===== src/rtl/wave_generator_pkg.sv =====
// -----------------------------------------------------------------------------
// wave_generator_pkg
// Shared types and constants for the multi-channel audio waveform source.
//   wave_mode_t : per-channel waveform selection (2 bits on the mode bus)
//   LATENCY     : clock edges from a sample_tick edge to the level update.
//                 It is 3 when WAVE_GENERATOR_AMPLITUDE_EN is defined, because
//                 the amplitude shifter adds a register stage, and 2 otherwise.
// -----------------------------------------------------------------------------
package wave_generator_pkg;

  typedef enum logic [1:0] {
    WAVE_SAW      = 2'd0,
    WAVE_SQUARE   = 2'd1,
    WAVE_TRIANGLE = 2'd2,
    WAVE_SILENT   = 2'd3
  } wave_mode_t;

`ifdef WAVE_GENERATOR_AMPLITUDE_EN
  localparam int LATENCY = 3;
`else
  localparam int LATENCY = 2;
`endif

endpackage


===== src/rtl/wave_generator_shaper.sv =====
// -----------------------------------------------------------------------------
// wave_shaper
// Combinational mapping of one channel's phase accumulator to a signed sample.
//   phase  : in  PHASE_WIDTH  unsigned phase, one full cycle = 2^PHASE_WIDTH
//   mode   : in  wave_mode_t  waveform selection
//   sample : out BIT_WIDTH    signed two's-complement sample
// Parameters: BIT_WIDTH (>= 8), PHASE_WIDTH (>= BIT_WIDTH+1).
// -----------------------------------------------------------------------------
module wave_shaper
  import wave_generator_pkg::*;
#(
  parameter int BIT_WIDTH   = 16,
  parameter int PHASE_WIDTH = 24
) (
  input  logic [PHASE_WIDTH-1:0] phase,
  input  wave_mode_t             mode,
  output logic [BIT_WIDTH-1:0]   sample
);

  logic [BIT_WIDTH-1:0] top_s;
  logic [BIT_WIDTH-1:0] low_s;
  logic [BIT_WIDTH-1:0] tri_s;
  logic                 msb_s;
  logic                 unused_phase_s;

  assign top_s = phase[PHASE_WIDTH-1 -: BIT_WIDTH];
  assign low_s = phase[PHASE_WIDTH-2 -: BIT_WIDTH];
  assign msb_s = phase[PHASE_WIDTH-1];

  // Fractional phase bits below the sample resolution never reach the output.
  assign unused_phase_s = ^phase;

  // Fold the second half-cycle back down so the ramp rises then falls.
  assign tri_s = msb_s ? ~low_s : low_s;

  // Select the waveform; flipping the MSB turns an offset-binary value into
  // two's complement centred on zero.
  always_comb begin
    sample = {BIT_WIDTH{1'b0}};
    case (mode)
      WAVE_SAW:      sample = {~top_s[BIT_WIDTH-1], top_s[BIT_WIDTH-2:0]};
      WAVE_SQUARE: begin
        if (msb_s) begin
          sample = {1'b1, {(BIT_WIDTH-1){1'b0}}};
        end else begin
          sample = {1'b0, {(BIT_WIDTH-1){1'b1}}};
        end
      end
      WAVE_TRIANGLE: sample = {~tri_s[BIT_WIDTH-1], tri_s[BIT_WIDTH-2:0]};
      WAVE_SILENT:   sample = {BIT_WIDTH{1'b0}};
      default:       sample = {BIT_WIDTH{1'b0}};
    endcase
  end

endmodule


===== src/rtl/wave_generator.sv =====
// -----------------------------------------------------------------------------
// wave_generator
// Multi-channel audio waveform source feeding the HDMI audio packetiser.
// Each channel's phase accumulator advances by its increment on sample_tick;
// the phase is shaped into a saw/square/triangle/silent sample and presented
// on a valid/ready output with a sticky overrun flag.
// Ports:
//   clk_audio   in   audio clock
//   reset       in   asynchronous active-high reset
//   sample_tick in   one-cycle strobe, advances all phases by one sample
//   increment   in   CHANNELS*PHASE_WIDTH unsigned increments, ch0 in LSBs
//   mode        in   CHANNELS*2 wave_mode_t selections, ch0 in LSBs
//   amp_shift   in   CHANNELS*4 arithmetic right shift per channel
//                    (present only with WAVE_GENERATOR_AMPLITUDE_EN)
//   sync_clear  in   zero all phase accumulators (wins over sample_tick)
//   level       out  CHANNELS*BIT_WIDTH signed samples, ch0 in LSBs
//   level_valid out  level holds an unconsumed sample set
//   level_ready in   consumer accepts level while level_valid=1
//   overrun     out  sticky: a set was overwritten before being consumed
// Configuration macro: WAVE_GENERATOR_AMPLITUDE_EN (adds amp_shift and one
// pipeline stage; latency 3 instead of 2).
// -----------------------------------------------------------------------------
module wave_generator
  import wave_generator_pkg::*;
#(
  parameter int BIT_WIDTH   = 16,
  parameter int PHASE_WIDTH = 24,
  parameter int CHANNELS    = 2
) (
  input  logic                            clk_audio,
  input  logic                            reset,
  input  logic                            sample_tick,
  input  logic [CHANNELS*PHASE_WIDTH-1:0] increment,
  input  logic [CHANNELS*2-1:0]           mode,
`ifdef WAVE_GENERATOR_AMPLITUDE_EN
  input  logic [CHANNELS*4-1:0]           amp_shift,
`endif
  input  logic                            sync_clear,
  output logic [CHANNELS*BIT_WIDTH-1:0]   level,
  output logic                            level_valid,
  input  logic                            level_ready,
  output logic                            overrun
);

  logic                          s1_valid_r;
  logic                          s2_valid_r;
  logic                          pipe_valid_s;
  logic [CHANNELS*BIT_WIDTH-1:0] pipe_level_s;
  logic [CHANNELS*BIT_WIDTH-1:0] level_r;
  logic                          level_valid_r;
  logic                          overrun_r;
`ifdef WAVE_GENERATOR_AMPLITUDE_EN
  logic                          s3_valid_r;
`endif

  // Valid bits travel alongside the per-channel data through the pipeline.
  always_ff @(posedge clk_audio or posedge reset) begin
    if (reset) begin
      s1_valid_r <= 1'b0;
      s2_valid_r <= 1'b0;
`ifdef WAVE_GENERATOR_AMPLITUDE_EN
      s3_valid_r <= 1'b0;
`endif
    end else begin
      s1_valid_r <= sample_tick;
      s2_valid_r <= s1_valid_r;
`ifdef WAVE_GENERATOR_AMPLITUDE_EN
      s3_valid_r <= s2_valid_r;
`endif
    end
  end

  for (genvar c = 0; c < CHANNELS; c++) begin : g_ch
    logic [PHASE_WIDTH-1:0] phase_r;
    wave_mode_t             mode_r;
    logic [BIT_WIDTH-1:0]   shaped_s;
    logic [BIT_WIDTH-1:0]   s2_level_r;

    // Stage 1: phase accumulator; mode is captured with the tick so a later
    // mode change cannot alter a sample already in flight.
    always_ff @(posedge clk_audio or posedge reset) begin
      if (reset) begin
        phase_r <= {PHASE_WIDTH{1'b0}};
        mode_r  <= WAVE_SILENT;
      end else begin
        if (sample_tick) begin
          mode_r <= wave_mode_t'(mode[2*c +: 2]);
        end
        if (sync_clear) begin
          phase_r <= {PHASE_WIDTH{1'b0}};
        end else if (sample_tick) begin
          phase_r <= phase_r + increment[c*PHASE_WIDTH +: PHASE_WIDTH];
        end
      end
    end

    wave_shaper #(
      .BIT_WIDTH   (BIT_WIDTH),
      .PHASE_WIDTH (PHASE_WIDTH)
    ) u_shaper (
      .phase  (phase_r),
      .mode   (mode_r),
      .sample (shaped_s)
    );

    // Stage 2: register the shaped sample for the tick that just advanced.
    always_ff @(posedge clk_audio or posedge reset) begin
      if (reset) begin
        s2_level_r <= {BIT_WIDTH{1'b0}};
      end else if (s1_valid_r) begin
        s2_level_r <= shaped_s;
      end
    end

`ifdef WAVE_GENERATOR_AMPLITUDE_EN
    logic [3:0]                  amp1_r;
    logic [3:0]                  amp2_r;
    logic signed [BIT_WIDTH-1:0] s3_level_r;

    // Stage 3: amplitude shift; the shift amount follows its sample down the
    // pipe from the tick edge.
    always_ff @(posedge clk_audio or posedge reset) begin
      if (reset) begin
        amp1_r     <= 4'd0;
        amp2_r     <= 4'd0;
        s3_level_r <= {BIT_WIDTH{1'b0}};
      end else begin
        if (sample_tick) begin
          amp1_r <= amp_shift[4*c +: 4];
        end
        if (s1_valid_r) begin
          amp2_r <= amp1_r;
        end
        if (s2_valid_r) begin
          s3_level_r <= $signed(s2_level_r) >>> amp2_r;
        end
      end
    end

    assign pipe_level_s[c*BIT_WIDTH +: BIT_WIDTH] = s3_level_r;
`else
    assign pipe_level_s[c*BIT_WIDTH +: BIT_WIDTH] = s2_level_r;
`endif
  end

`ifdef WAVE_GENERATOR_AMPLITUDE_EN
  assign pipe_valid_s = s3_valid_r;
`else
  assign pipe_valid_s = s2_valid_r;
`endif

  // Output holding register: an arrival always loads (a simultaneous transfer
  // consumes the old set), an arrival onto an unconsumed set flags overrun.
  always_ff @(posedge clk_audio or posedge reset) begin
    if (reset) begin
      level_r       <= {(CHANNELS*BIT_WIDTH){1'b0}};
      level_valid_r <= 1'b0;
      overrun_r     <= 1'b0;
    end else if (pipe_valid_s) begin
      level_r       <= pipe_level_s;
      level_valid_r <= 1'b1;
      if (level_valid_r && !level_ready) begin
        overrun_r <= 1'b1;
      end
    end else if (level_valid_r && level_ready) begin
      level_valid_r <= 1'b0;
    end
  end

  assign level       = level_r;
  assign level_valid = level_valid_r;
  assign overrun     = overrun_r;

endmodule

===== config.mk =====
export PLATFORM = sky130hd
export DESIGN_NAME = wave_generator
export DESIGN_NICKNAME = d
export VERILOG_FILES = /design/src/rtl/wave_generator_pkg.sv /design/src/rtl/wave_generator_shaper.sv /design/src/rtl/wave_generator.sv
export SDC_FILE = /design/constraint.sdc
export NUM_CORES = 1
export LEC_CHECK = 0
export ABC_AREA = 1
export CORE_MARGIN = 10
export CORE_UTILIZATION = 55
export CTS_CLUSTER_DIAMETER = 150
export DETAILED_ROUTE_END_ITERATION = 7
export PLACE_DENSITY = 0.78
export SLEW_MARGIN = 0
export SYNTH_ARGS = -nofsm -noshare
export SYNTH_HDL_FRONTEND = slang
export SYNTH_SLANG_ARGS = --single-unit

===== constraint.sdc =====
create_clock -name clk_audio -period 7.9 [get_ports clk_audio]
set_input_delay 1.975 -clock clk_audio [delete_from_list [all_inputs] [get_ports clk_audio]]
set_output_delay 1.975 -clock clk_audio [all_outputs]
set_load 0.03 [all_outputs]

# Yosys cells after proc, flatten, opt, wreduce, memory -nomap -nowiden
# Index checks and enable logic that the tools add are counted.
[op_classes]
add_sub_neg = 2
n_eq_ne = 6
muxes = 12
n_bitwise = 6
n_reduce_logical = 8
[op_table]
columns = ["operator", "count"]
rows = [
  ["$pmux W16 S4", 2],
  ["$mux W24", 4],
  ["$mux W16", 4],
  ["$add A24 B24 Y24", 2],
  ["$not A16 Y16", 2],
  ["$eq A2 B2 Y1 const B", 4],
  ["$eq A2 B1 Y1 const B", 2],
  ["$logic_not A2 Y1", 2],
  ["$not A1 Y1", 4],
  ["$reduce_bool A2 Y1", 2],
  ["$logic_and A1 B1 Y1", 2],
  ["$mux W1", 2],
  ["$reduce_and A2 Y1", 1],
  ["$logic_not A1 Y1", 1],
]
[word_totals]
register_bits = 120
inputBits = 57
output_inout_bits = 34
wordCells = 45

# Logic depth before layout (Yosys ltp)
[logic_depth]
word_depth = 4
mapped_depth = 12
ltp_nobuf = 12

# By module
# A second synthesis with hierarchy kept.
[hier_totals]
hier_cells = 1419
hier_area_um2 = 8896.0
[by_module_without_submodules]
columns = ["module", "instances", "cells_per_inst", "area_each_um2", "seq_area_each_um2"]
rows = [
  ["wave_generator", 1, 1143, 7697.4, 3007.9],
  ["wave_shaper", 2, 138, 599.3, 0.0],
]

# Worst setup path after synthesis
# OpenSTA, ideal clock, no wires.
[synth_timing]
kind = "input-to-reg"
start = "input port increment[24]"
end = "register g_ch[1].phase_r[12]"
setup_time_ns = 0.117
arrival_ns = 3.277
required_time_ns = 7.783
setup_slack_ns = 4.505
cell_stages = 11
n_path_buf = 0
cell_sequence = "ha_1 fa_1 nand2_1 nand2_1 and2_1 nand2_1 nand2_1 nand2_1 nand3b_1 nand3_1 nand2_1"
[synth_between]
elab_chain_len = 3
[synth_rtl]
columns = ["element", "line_no", "rtl"]
rows = [
  ["from (decl)", "wave_generator.sv:33", "input logic [CHANNELS*PHASE_WIDTH-1:0] increment,"],
  ["$add A24 B24 Y24", "wave_generator.sv:92", "phase_r <= phase_r + increment[c*PHASE_WIDTH +: PHASE_WIDTH];"],
  ["$mux W24", "wave_generator.sv:91", "end else if (sample_tick) begin"],
  ["$mux W24", "wave_generator.sv:89", "if (sync_clear) begin"],
  ["to (signal assigned)", "wave_generator.sv:83", "phase_r <= {PHASE_WIDTH{1'b0}};"],
  ["to (signal assigned)", "wave_generator.sv:90", "phase_r <= {PHASE_WIDTH{1'b0}};"],
  ["to (signal assigned)", "wave_generator.sv:92", ""],
  ["to (decl)", "wave_generator.sv:74", "logic [PHASE_WIDTH-1:0] phase_r;"],
]
# No other way between the ends. The select of a mux whose other input is x is not followed.
# A chain may end at the register's enable or synchronous reset.

# Worst setup path in the final report
[layout_timing]
start = "input port sample_tick"
end = "register g_ch[0].phase_r[8]"
[layout_between]
elab_chain_len = 1
[layout_rtl]
columns = ["element", "line_no", "rtl"]
rows = [
  ["from (decl)", "wave_generator.sv:32", "input logic sample_tick,"],
  ["$reduce_bool A2 Y1 (no source line)", "--", ""],
  ["to (signal assigned)", "wave_generator.sv:83", ""],
  ["to (signal assigned)", "wave_generator.sv:90", ""],
  ["to (signal assigned)", "wave_generator.sv:92", ""],
  ["to (decl)", "wave_generator.sv:74", ""],
]
# No other way between the ends.

==> tab_implementation.tex <==
\begin{tabular}{lr}
\hline
Metric & Value \\
\hline
\multicolumn{2}{l}{\textbf{CTS}} \\
\quad Clk\_lat worst skew & 0.43 ns \\
\quad Max clock buf depth & 2 \\
\quad Cts bufs inserted & 17 \\
\quad Post-CTS Hold Fix Bufs & 0 \\
\quad Post-cts repair resize count & 0 \\
\quad H-tree levels & 4 \\
\quad TritonCTS clock tree & built \\
\quad Clk slew on worst S/H paths & 0.06 ns \\
\quad Post-CTS setup repair buffer count & 0 \\
\quad Clock Tree Root & sky130\_fd\_sc\_hd\_\_clkbuf\_16 \\
\quad Clock sinks & 120 \\
\multicolumn{2}{l}{\textbf{Drt}} \\
\quad Vias after detailed routing & 8,176 \\
\quad Average routed wire per standard cell & 14.6 um \\
\quad Total wire length after detailed routing & 22,600 um \\
\quad Detailed-router iteration count before antenna repair & 8 \\
\quad Total DRC errors in the routed layout & 0 \\
\quad Post-route ant nets & 0 \\
\quad Initial DRC count & 874 \\
\quad DR vias/cell & 5.27 \\
\multicolumn{2}{l}{\textbf{Logic synthesis}} \\
\quad Synth unique cells & 39 \\
\quad Synthesized flop and latch total & 120 \\
\quad Avg Cell Area, Syn & 6.68 um\^{}2 \\
\quad Synth top area share & 34.3\% \\
\quad Cell types with the largest area share after synthesis & sky130\_fd\_sc\_hd\_\_dfrtp\_1 34\%, sky130\_fd\_sc\_hd\_\_nand2\_1 21\%, sky130\_fd\_sc\_hd\_\_inv\_1 8.5\% \\
\quad Compound-cell area share of the yosys netlist & 11.9\% \\
\quad Library cell occupying the most area in the post-synthesis netlist & sky130\_fd\_sc\_hd\_\_dfrtp\_1 \\
\quad Xor and xnor area share after synthesis & 0.413\% \\
\quad Syn Inst Count & 1,269 \\
\quad Dominant register cell in the synthesized netlist & sky130\_fd\_sc\_hd\_\_dfrtp\_1 \\
\quad Yosys warnings & 0 \\
\quad Mux cell area share after synthesis & 0\% \\
\quad Sequential fraction of the synthesis area & 35.5\% \\
\quad Number of flops mapped to enable cells by yosys & 0 \\
\quad Adder and majority gate portion of the synthesized area & 7.27\% \\
\quad Netlist area before placement & 8470 um\^{}2 \\
\quad Post-Synthesis Net Count & 1,374 \\
\quad Synthesized-area fraction occupied by and/or/nand/nor cells & 34.4\% \\
\quad Share of flip-flops with an asynchronous set or reset after synthesis & 100\% \\
\quad Combinational family with the most area after synthesis & simple AND/OR/NAND/NOR gates \\
\multicolumn{2}{l}{\textbf{Setup path}} \\
\quad Maximum single-stage delay on the critical path & 0.80 ns \\
\quad Critical R2R Launch & g\_ch[0].phase\_r[0] \\
\quad Number of buffer and inverter stages on the critical path & 3 \\
\quad WP data required & 8.24 ns \\
\quad Slowest CP cell & sky130\_fd\_sc\_hd\_\_clkdlybuf4s50\_1 \\
\quad Arrival time reported for the critical path endpoint & 4.53 ns \\
\quad End of the worst register-to-register path & g\_ch[0].phase\_r[8] \\
\quad Top cell family by delay on the critical path & buffers and inverters \\
\quad Critical Path, Cell by Cell & clkdlybuf4s50\_1 > inv\_2 > nor2\_4 > inv\_1 > a21oi\_1 > o21ai\_0 > o21ai\_0 \\
\quad Flop-to-flop setup slack & 5.77 ns \\
\quad Critical path launch point type & input port \\
\quad R2r worst-path depth & 10 \\
\quad CP Capture Type & flip-flop \\
\quad Worst-path fanout max & 36 \\
\quad Cell repeated most along the worst path & sky130\_fd\_sc\_hd\_\_o21ai\_0 \\
\quad Classification of the worst setup path & input port to flip-flop \\
\multicolumn{2}{l}{\textbf{Timing}} \\
\quad Maximum clock frequency & 239 MHz \\
\quad Slew Limit Fails & 0 \\
\quad Slew headroom & 34.3\% \\
\quad Worst clock skew & 0.00701 ns \\
\quad Post-route fraction of the period consumed by the critical path & 52.9\% \\
\quad Setup WS post-layout & 3.72 ns \\
\quad RSZ-0062 raised after global routing & no \\
\quad Sum of negative setup slack & 0 ns \\
\quad Hold Violations, Final & 0 \\
\quad Slew @ Worst Pin & 0.982 ns \\
\quad Total of endpoints with negative setup slack in the final report & 0 \\
\quad Period minus WS final & 4.18 ns \\
\multicolumn{2}{l}{\textbf{GRT}} \\
\quad Antenna violations before repair & 0 \\
\quad Number of global-route vias before repair & 7,752 \\
\quad Global Route Usage Sum & 22.4\% \\
\quad Grt ovf & 0 \\
\quad Global-route wire length before repair & 37,500 um \\
\quad Largest net degree at the start of global routing & 65 \\
\multicolumn{2}{l}{\textbf{Place}} \\
\quad Number of buffers inserted by port buffering & 90 \\
\quad Detailed Place HPWL & 16,600 um \\
\quad Weighted congestion at the end of routability-driven global placement & 0.948 \\
\quad Minimum setup slack after placement & 3.46 ns \\
\multicolumn{2}{l}{\textbf{Power}} \\
\quad Max IR drop VDD & 159 uV \\
\quad Total power consumption of the routed design & 0.00229 W \\
\quad Total power divided by cell area & 227 nW/um\^{}2 \\
\quad Static Leakage & 5.39 nW \\
\multicolumn{2}{l}{\textbf{Cells and area}} \\
\quad Leading cell type in the layout, fill and taps excluded & sky130\_fd\_sc\_hd\_\_nand2\_1 \\
\quad Area added between synthesis and finish & 19.0\% \\
\quad Antenna diode count & 0 \\
\quad Most frequent cells in the layout & 474 x sky130\_fd\_sc\_hd\_\_nand2\_1, 190 x sky130\_fd\_sc\_hd\_\_inv\_1, 116 x sky130\_fd\_sc\_hd\_\_dfrtp\_1, 90 x sky130\_fd\_sc\_hd\_\_clkdlybuf4s50\_1, 84 x sky130\_fd\_sc\_hd\_\_nand3\_1 \\
\quad Fraction of layout instances using a drive strength above 1 & 6.75\% \\
\quad Final net count & 1,454 \\
\multicolumn{2}{l}{\textbf{Floorplan}} \\
\quad Initial Utilization & 55.9\% \\
\quad Chip height & 144 um \\
\quad Number of top-level pins & 91 \\
\quad Core footprint & 15,100 um\^{}2 \\
\quad Number of cell rows & 45 \\
\quad Width of the chip & 144 um \\
\quad Die ar. & 20,800 um\^{}2 \\
\multicolumn{2}{l}{\textbf{Worst hold path}} \\
\quad Path type of the worst min-delay path & flip-flop to flip-flop \\
\quad Hold endpoint & level[3] \\
\quad Hold Crit Start & level[3] \\
\quad Worst Hold Depth & 2 \\
\multicolumn{2}{l}{\textbf{Run status}} \\
\quad Outcome & finished clean \\
\multicolumn{2}{l}{\textbf{Job}} \\
\quad Number of maximum-capacitance violations & 0 \\
\hline
\end{tabular}
==> Yosys cell counts (all sizes together), types with 6 or more instances <==
library cell,n
a21oi,81
nor2,81
nand4,10
ha,46
dfrtp,116
nand2,477
a22oi,21
o21ai,57
clkbuf,11
nor3,6
inv,194
buf,22
nand3,84
nand3b,8
or2,29
==> sequential cells by signal, indices dropped and copies added (netlist names) <==
| signal | count |
|---|---|
| level_valid | 1 |
| overrun | 1 |
| g_ch.s2_level_r | 32 |
| pipe_valid_s | 1 |
| level | 32 |
| s1_valid_r | 1 |
| g_ch.mode_r | 4 |
| g_ch.phase_r | 48 |
==> cell type report <==
cell class              count  area [um^2]
fillers                  1346         5060
multi-input cells         922         4570
flip-flops and latches    120         3010
repair buffers             94          931
inverters                 194          731
clock buffers              18          439
well taps                 188          235
clock inverters            14          171
==> cell families after synthesis <==
group | count (synthesis)
buf+inv | 227
simple gates | 697
compound gates | 173
fa+ha+maj | 48
flops | 120
xor+xnor | 4
==> metal layers <==
layer / routed length, um / GRT usage, % / vias to the layer above
met5: 0 / 0 / -
met4: 542 / 9.13 / 0
met3: 1660 / 4.72 / 43
met2: 10300 / 35.6 / 277
met1: 10100 / 29.2 / 3674
li1: - / - / 4182
==> worst max-delay path by stage <==
stage | start | to | cells past startpoint
floorplan | reset | g_ch[0].phase_r[0] | 1
global placement | sample_tick | g_ch[0].phase_r[8] | 7
detailed placement | sample_tick | g_ch[1].phase_r[5] | 7
CTS | sample_tick | g_ch[0].phase_r[8] | 7
global route | sample_tick | g_ch[0].phase_r[8] | 7
finish | sample_tick | g_ch[0].phase_r[8] | 7
==> power breakdown <==
part | internal (W) | switching [W]
Combinational | 0.000262 | 0.000430
Sequential | 0.000705 | 0.0000804
Clock | 0.000506 | 0.000307
==> through the flow <==
stage | cells | util (%) | area, um^2 | hold WS (ns)
after global placement | 1518 | 62.5 | 9470 | 0.453
after global routing | 1550 | 66.6 | 10100 | 0.498
after detailed placement | 1518 | 62.5 | 9470 | 0.458
final | 1550 | 66.6 | 10100 | 0.469
after floorplan | 1269 | - | 8470 | 0.450
after CTS | 1550 | 66.6 | 10100 | 0.473
==> worst register-to-register path: cells and delay by family (launching register included) <==
kind / cells / cell delay [ns]
AND/OR/NAND/NOR: 5 / 0.61
adder cells (fa/ha/maj): 2 / 0.66
AO/OA/AOI/OAI: 3 / 0.40
flip-flops: 1 / 0.39
(Power assumes the default switching activity.)
